$ cat config.mk
export PLATFORM = sky130hd
export DESIGN_NAME = abs_step_sched
export DESIGN_NICKNAME = d
export VERILOG_FILES = /design/src/rtl/abs_step_pkg.sv /design/src/rtl/rr_arbiter.sv /design/src/rtl/abs_step_sched.sv
export SDC_FILE = /design/constraint.sdc
export NUM_CORES = 1
export LEC_CHECK = 0
export ABC_AREA = 0
export ABC_CLOCK_PERIOD_IN_PS = 10400
export CORE_UTILIZATION = 55
export DETAILED_ROUTE_END_ITERATION = 16
export HOLD_SLACK_MARGIN = 0.12
export PLACE_DENSITY_LB_ADDON = 0.2
export SYNTH_ARGS = -nofsm -noshare
export SYNTH_HDL_FRONTEND = slang
export SYNTH_SLANG_ARGS = --single-unit
$ cat constraint.sdc
create_clock -name clock -period 10.4 [get_ports clock]
set_input_delay 1.56 -clock clock [delete_from_list [all_inputs] [get_ports clock]]
set_output_delay 1.56 -clock clock [all_outputs]
set_load 0.02 [all_outputs]
$ cat src/rtl/abs_step_pkg.sv
// Shared types and constants for the absolute-step accounting engine.
package abs_step_pkg;

   localparam int unsigned CNT_W      = 32;
   localparam int unsigned SUB_W      = 16;
   localparam int unsigned TICK_W_DEF = 27;

   localparam logic [CNT_W-1:0] CNT_MAX = 32'hFFFF_FFFF;

   typedef enum logic [1:0] {
      OP_NONE = 2'd0,
      OP_CLR  = 2'd1,
      OP_INC  = 2'd2,
      OP_DEC  = 2'd3
   } op_e;

endpackage

$ cat src/rtl/rr_arbiter.sv
// Round-robin arbiter: grants the first requester at or after i_ptr.
module rr_arbiter #(
   parameter int unsigned N = 8,
   parameter int unsigned W = $clog2(N)
) (
   input  logic [N-1:0] i_req,
   input  logic [W-1:0] i_ptr,
   output logic [N-1:0] o_gnt_c,
   output logic         o_valid_c
);

   logic [N-1:0] w_rot;
   logic [W-1:0] w_idx;

   // Rotate so bit 0 is the requester at the pointer position.
   assign w_rot     = N'({i_req, i_req} >> i_ptr);
   assign o_valid_c = |i_req;

   always_comb begin
      o_gnt_c = '0;
      w_idx   = '0;
      for (int k = N - 1; k >= 0; k--) begin
         if (w_rot[k]) w_idx = W'((k + int'(i_ptr)) % int'(N));
      end
      if (|i_req) o_gnt_c[w_idx] = 1'b1;
   end

endmodule

$ cat src/rtl/abs_step_sched.sv
// Per-channel absolute step counters sharing one read-modify-write datapath,
// with step increments, periodic decay and host clears arbitrated onto it.
module abs_step_sched
   import abs_step_pkg::*;
#(
   parameter int unsigned NCH    = 8,
   parameter int unsigned TICK_W = TICK_W_DEF,
   parameter int unsigned AW     = $clog2(NCH)
) (
   input  logic             clock,
   input  logic             reset,
   input  logic [NCH-1:0]   step_in,
   input  logic [NCH-1:0]   clr_req,
   input  logic [SUB_W-1:0] sub_in,
   input  logic [CNT_W-1:0] limit_in,
   input  logic [AW-1:0]    rd_addr,
   output logic [CNT_W-1:0] rd_data,
   output logic [NCH-1:0]   trip,
   output logic [NCH-1:0]   motor_en,
   output logic [NCH-1:0]   ovf,
   output logic             busy
);

   logic [CNT_W-1:0]  r_cnt [NCH];
   logic [NCH-1:0]    r_step_h0, r_step_h1;
   logic [NCH-1:0]    r_clr_pend, r_inc_pend, r_dec_pend;
   logic [NCH-1:0]    r_moved, r_ovf, r_trip, r_motor_en;
   logic [TICK_W-1:0] r_presc;
   logic [AW-1:0]     r_rr_ptr;
   logic [CNT_W-1:0]  r_rd_data;
   logic              r_busy;

   logic [NCH-1:0]    w_edge, w_inc_gnt;
   logic              w_inc_vld, w_tick;
   logic [AW-1:0]     w_clr_idx, w_inc_idx, w_dec_idx, w_ch, w_ptr_n;
   op_e               w_op;
   logic [NCH-1:0]    w_svc_oh, w_clr_oh, w_inc_oh, w_dec_oh;
   logic [CNT_W-1:0]  w_cur, w_new, w_eff_sub, w_rd_mux;
   logic [NCH-1:0]    w_clr_pend_n, w_inc_pend_n, w_dec_pend_n;
   logic [NCH-1:0]    w_moved_n, w_ovf_n, w_trip_n, w_trip_set;

   assign w_edge = r_step_h0 & ~r_step_h1;
   assign w_tick = &r_presc;

   rr_arbiter #(
      .N (NCH),
      .W (AW)
   ) u_inc_arb (
      .i_req     (r_inc_pend),
      .i_ptr     (r_rr_ptr),
      .o_gnt_c   (w_inc_gnt),
      .o_valid_c (w_inc_vld)
   );

   // Lowest-index encoders for clears and decays, one-hot to index for the grant.
   always_comb begin
      w_clr_idx = '0;
      w_dec_idx = '0;
      w_inc_idx = '0;
      for (int i = NCH - 1; i >= 0; i--) begin
         if (r_clr_pend[i]) w_clr_idx = AW'(i);
         if (r_dec_pend[i]) w_dec_idx = AW'(i);
         if (w_inc_gnt[i])  w_inc_idx = AW'(i);
      end
   end

   always_comb begin
      w_op = OP_NONE;
      w_ch = '0;
      if (|r_clr_pend) begin
         w_op = OP_CLR;
         w_ch = w_clr_idx;
      end else if (w_inc_vld) begin
         w_op = OP_INC;
         w_ch = w_inc_idx;
      end else if (|r_dec_pend) begin
         w_op = OP_DEC;
         w_ch = w_dec_idx;
      end
   end

   assign w_svc_oh  = (w_op == OP_NONE) ? '0 : (NCH'(1) << w_ch);
   assign w_clr_oh  = (w_op == OP_CLR) ? w_svc_oh : '0;
   assign w_inc_oh  = (w_op == OP_INC) ? w_svc_oh : '0;
   assign w_dec_oh  = (w_op == OP_DEC) ? w_svc_oh : '0;
   assign w_ptr_n   = (w_ch == AW'(NCH - 1)) ? '0 : w_ch + AW'(1);
   assign w_cur     = r_cnt[w_ch];
   assign w_eff_sub = sub_in[SUB_W-1] ? '0 : CNT_W'(sub_in);

   always_comb begin
      w_new = w_cur;
      case (w_op)
         OP_CLR:  w_new = '0;
         OP_INC:  w_new = (w_cur == CNT_MAX) ? CNT_MAX : w_cur + CNT_W'(1);
         OP_DEC:  w_new = (w_cur > w_eff_sub) ? w_cur - w_eff_sub : '0;
         default: w_new = w_cur;
      endcase
   end

   // Fresh edges survive their own service cycle; only unserviced repeats overflow.
   always_comb begin
      w_clr_pend_n = (r_clr_pend & ~w_clr_oh) | clr_req;
      w_inc_pend_n = (r_inc_pend & ~(w_clr_oh | w_inc_oh)) | w_edge;
      w_dec_pend_n = (r_dec_pend & ~(w_clr_oh | w_dec_oh)) | (w_tick ? ~r_moved : '0);
      w_moved_n    = w_tick ? w_edge : (r_moved | w_edge);
      w_ovf_n      = (r_ovf & ~w_clr_oh)
                   | (w_edge & r_inc_pend & ~(w_clr_oh | w_inc_oh));
      w_trip_set   = ((w_op == OP_INC) && (limit_in != '0) && (w_new >= limit_in))
                   ? w_inc_oh : '0;
      w_trip_n     = (r_trip & ~w_clr_oh) | w_trip_set;
   end

   always_comb begin
      w_rd_mux = '0;
      for (int i = 0; i < NCH; i++) begin
         if (rd_addr == AW'(i)) w_rd_mux = r_cnt[i];
      end
   end

   always_ff @(posedge clock) begin
      if (reset) begin
         r_step_h0  <= '0;
         r_step_h1  <= '0;
         r_clr_pend <= '0;
         r_inc_pend <= '0;
         r_dec_pend <= '0;
         r_moved    <= '0;
         r_ovf      <= '0;
         r_trip     <= '0;
         r_motor_en <= '1;
         r_presc    <= '0;
         r_rr_ptr   <= '0;
         r_rd_data  <= '0;
         r_busy     <= 1'b0;
         for (int i = 0; i < NCH; i++) r_cnt[i] <= '0;
      end else begin
         r_step_h0  <= step_in;
         r_step_h1  <= r_step_h0;
         r_clr_pend <= w_clr_pend_n;
         r_inc_pend <= w_inc_pend_n;
         r_dec_pend <= w_dec_pend_n;
         r_moved    <= w_moved_n;
         r_ovf      <= w_ovf_n;
         r_trip     <= w_trip_n;
         r_motor_en <= ~w_trip_n;
         r_presc    <= r_presc + TICK_W'(1);
         r_rd_data  <= w_rd_mux;
         r_busy     <= |(w_clr_pend_n | w_inc_pend_n | w_dec_pend_n);
         if (w_op == OP_INC) r_rr_ptr <= w_ptr_n;
         if (w_op != OP_NONE) r_cnt[w_ch] <= w_new;
      end
   end

   assign rd_data  = r_rd_data;
   assign trip     = r_trip;
   assign motor_en = r_motor_en;
   assign ovf      = r_ovf;
   assign busy     = r_busy;

endmodule

==> metrics.txt <==
vias in the first global route 21,000; CP top delay family compound AO/OA/AOI/OAI gates; Post-synth ARST share 0%; Avg WL per Cell 28.4 µm; fmax ~100 MHz; CTS tree built; number of synthesized flops with an enable pin 256; static leakage 10.2 nW; H-tree depth 2; endpoints failing hold 0; area of the mapped netlist roughly 24,000 µm²; critical path data arrival time 10.43 ns; DRC Markers 0; Tcrit/Tclk final 95.7%; crit path time final approximately 10 ns; setup TNS 0 ns; GRT Residual Overflow 0; via count 21,900; clk buf depth 3; gpl congestion 1.04; WS Path Type reg -> reg; Adder-Cell Fraction of Synth Area 3.11%; clock sink count 391; n_diodes 0; Yosys cell types 101; Sequential Power Share 37.5%; row count 75; top_reg_cell synth edfxtp_1; final wirelength 89,600 µm; clock power share 33.7%; worst hold slack 0.452 ns; Sw Share around 34%; GRT Overall Usage 40.5%; top-count cell post-synth nor2_1; critical path launch point r_rr_ptr[1]; Slew HR 15.3%; Synth Area in Simple Gates 19.3%; multiplexer area fraction after synthesis 9.14%; startpoint types register; status completed; Slew @ Worst Pin around 1.2 ns; floorplan die height 209 µm; sequential fraction of the synthesis area 44.1%; Die W 209 µm; clk_skew 0.0203 ns; Max VDD drop 0.152 mV; Core Region 42,100 µm²; top cells by count, synth nor2_1, edfxtp_1, nand2_1, dfxtp_1, clkbuf_1; Synth Area in XOR/XNOR 1.34%; layout cells sized above 1 11.1%; DP Wirelength 59,500 µm; syn nets 2,623; Clock Pin Slew Worst Setup and Hold Paths 0.06 ns; fin. max-slew vios 0; die area 43,700 µm²; R2R depth 43; WHS Endpoint r_presc[0]; Compound-Gate Fraction of Synth Area 18.0%; Internal Power 3.18 mW; # hold bufs at CTS 0; Psw 1.64 mW; #FFs+latches synth 391; HP Class reg -> reg; Hold Crit Depth 1; Port-buffer cells roughly 130; Design Area, Final 27,000 µm²; slowest CP cell mux4_2; CP max stage delay roughly 0.54 ns; ranking of synthesized cells by area edfxtp_1, dfxtp_1, nor2_1, mux2i_1, nand2_1; Crit. End Element register; # IOs 126; Layout area overhead 14.5%; Cells after Synth approximately 2,500; Avg Cell Area, Syn 9.44 µm²; largest family of logic cells by synthesized area simple AND/OR/NAND/NOR gates; Final ANT Viol Nets 0; first-pass GRT wire length 132,000 µm; Crit Reg-Reg Endpoint trip[1]; Required @ worst endpoint 10.88 ns; max_cap viols 0; Cell Pwr Density 179 nW/µm²; Initial Util 55.9%; first drt pass iteration count 9; Worst R2R Start r_rr_ptr[1]; total CTS buffers 43; Bufs and invs on worst path 3; initial antenna violation count 0; internal reg-to-reg setup slack approximately 0.45 ns; RSZ-0062 raised after global routing no; Synth top area share 32.6%; Hold Crit Start r_presc[0]; Final setup viols 0; Post-DP Area 25,400 µm²; largest net degree at the start of global routing 48; Yosys top cell by area edfxtp_1; Comb pwr share 28.8%; CP Max Fanout 18; root buf cell clkbuf_16; Post-Layout Cell Count 3,155; Skew-Pair Late Insertion Delay 0.59 ns; final layout net count 2,711; DRT iter0 DRCs 3,466; Synthesis Warnings 0; placed instance count 3,077; DR vias/cell 6.93
==> cell families (layout without fill, tap and decap cells) <==
family,after synthesis,after routing
adders and majority gates,58,58
and+or+nand+nor,961,961
buffers and inverters,285,405
DFF,391,391
xor gates and xnor gates,36,36
muxes,175,175
AOI/OAI and AO/OA,590,590
==> power by group through the flow <==
stage / sequential (mW) / clock [mW] / combinational, mW
after floorplan: 1.83 / 0 / 0.846
after global placement: 1.83 / 0 / 1.31
after detailed placement: 1.84 / 0 / 1.32
after CTS: 1.81 / 1.63 / 1.33
after global routing: 1.82 / 1.68 / 1.44
final: 1.81 / 1.63 / 1.39
==> through the flow <==
step | total power, mW | util [%] | worst slack [ns]
6_report | 4.82 | 64.0 | 0.447
5_1_grt | 4.94 | 64.0 | 0.0190
4_1_cts | 4.76 | 63.9 | 0.201
3_5_place_dp | 3.16 | 60.4 | -0.0114
3_3_place_gp | 3.14 | 60.4 | 0.195
2_1_floorplan | 2.68 | - | 1.10
==> sequential cells by signal (all words and copies together), names as in the netlist <==
| signal | cells |
|---|---|
| busy | 1 |
| motor_en | 8 |
| ovf | 8 |
| r_clr_pend | 8 |
| r_cnt | 256 |
| r_dec_pend | 8 |
| r_inc_pend | 8 |
| r_moved | 8 |
| r_presc | 27 |
| r_rr_ptr | 3 |
| r_step_h0 | 8 |
| r_step_h1 | 8 |
| rd_data | 32 |
| trip | 8 |
==> final cells by class <==
type	count	area (µm²)
Fill cell	3476	15200
Multi-Input combinational cell	1820	12000
Sequential cell	391	10400
Timing Repair Buffer	220	1970
Clock buffer	57	1170
Tap cell	539	674
Inverter	108	418
Clock inverter	20	312
==> what timing repair did <==
action	in CTS	in global routing
gates resized for setup	1	13
pin swaps	0	2
setup buffers	0	1
setup endpoints to repair	3	16
gates cloned	0	0
==> worst max-delay path by stage <==
stage / to / slack [ns] / cells past startpoint
6_report: trip[1] / 0.45 / 43
3_3_place_gp: trip[0] / 0.19 / 44
3_5_place_dp: trip[1] / -0.01 / 44
4_1_cts: trip[1] / 0.20 / 44
5_1_grt: trip[1] / 0.02 / 43
2_1_floorplan: trip[0] / 1.10 / 50
==> routing by layer <==
layer	vias to the layer above	part of all wire, %	GRT usage, %
met5	-	0	0
met1	10400	36	51.3
met4	0	7.3	26.9
li1	9408	-	-
met2	1753	44	62.7
met3	350	12	8.82
==> placed cells by master, fill, tap and decap left out, drive strengths merged, types with 29 or more instances in the layout <==
| cell type | Yosys | layout |
|---|---|---|
| o211ai | 54 | 54 |
| nor3 | 46 | 46 |
| mux2i | 117 | 117 |
| nor2 | 403 | 403 |
| o22ai | 61 | 61 |
| nand4 | 35 | 35 |
| a22oi | 34 | 34 |
| buf | 55 | 99 |
| clkdlybuf4s50 | 0 | 121 |
| inv | 105 | 109 |
| a21oi | 111 | 111 |
| o21ai | 89 | 89 |
| nand2 | 198 | 198 |
| nor2b | 39 | 39 |
| edfxtp | 256 | 256 |
| nand2b | 33 | 33 |
| dfxtp | 135 | 135 |
| ha | 57 | 57 |
| mux4 | 29 | 29 |
| clkbuf | 122 | 57 |
| mux2 | 29 | 29 |
| nand3 | 70 | 70 |
(Power assumes the default switching activity.)
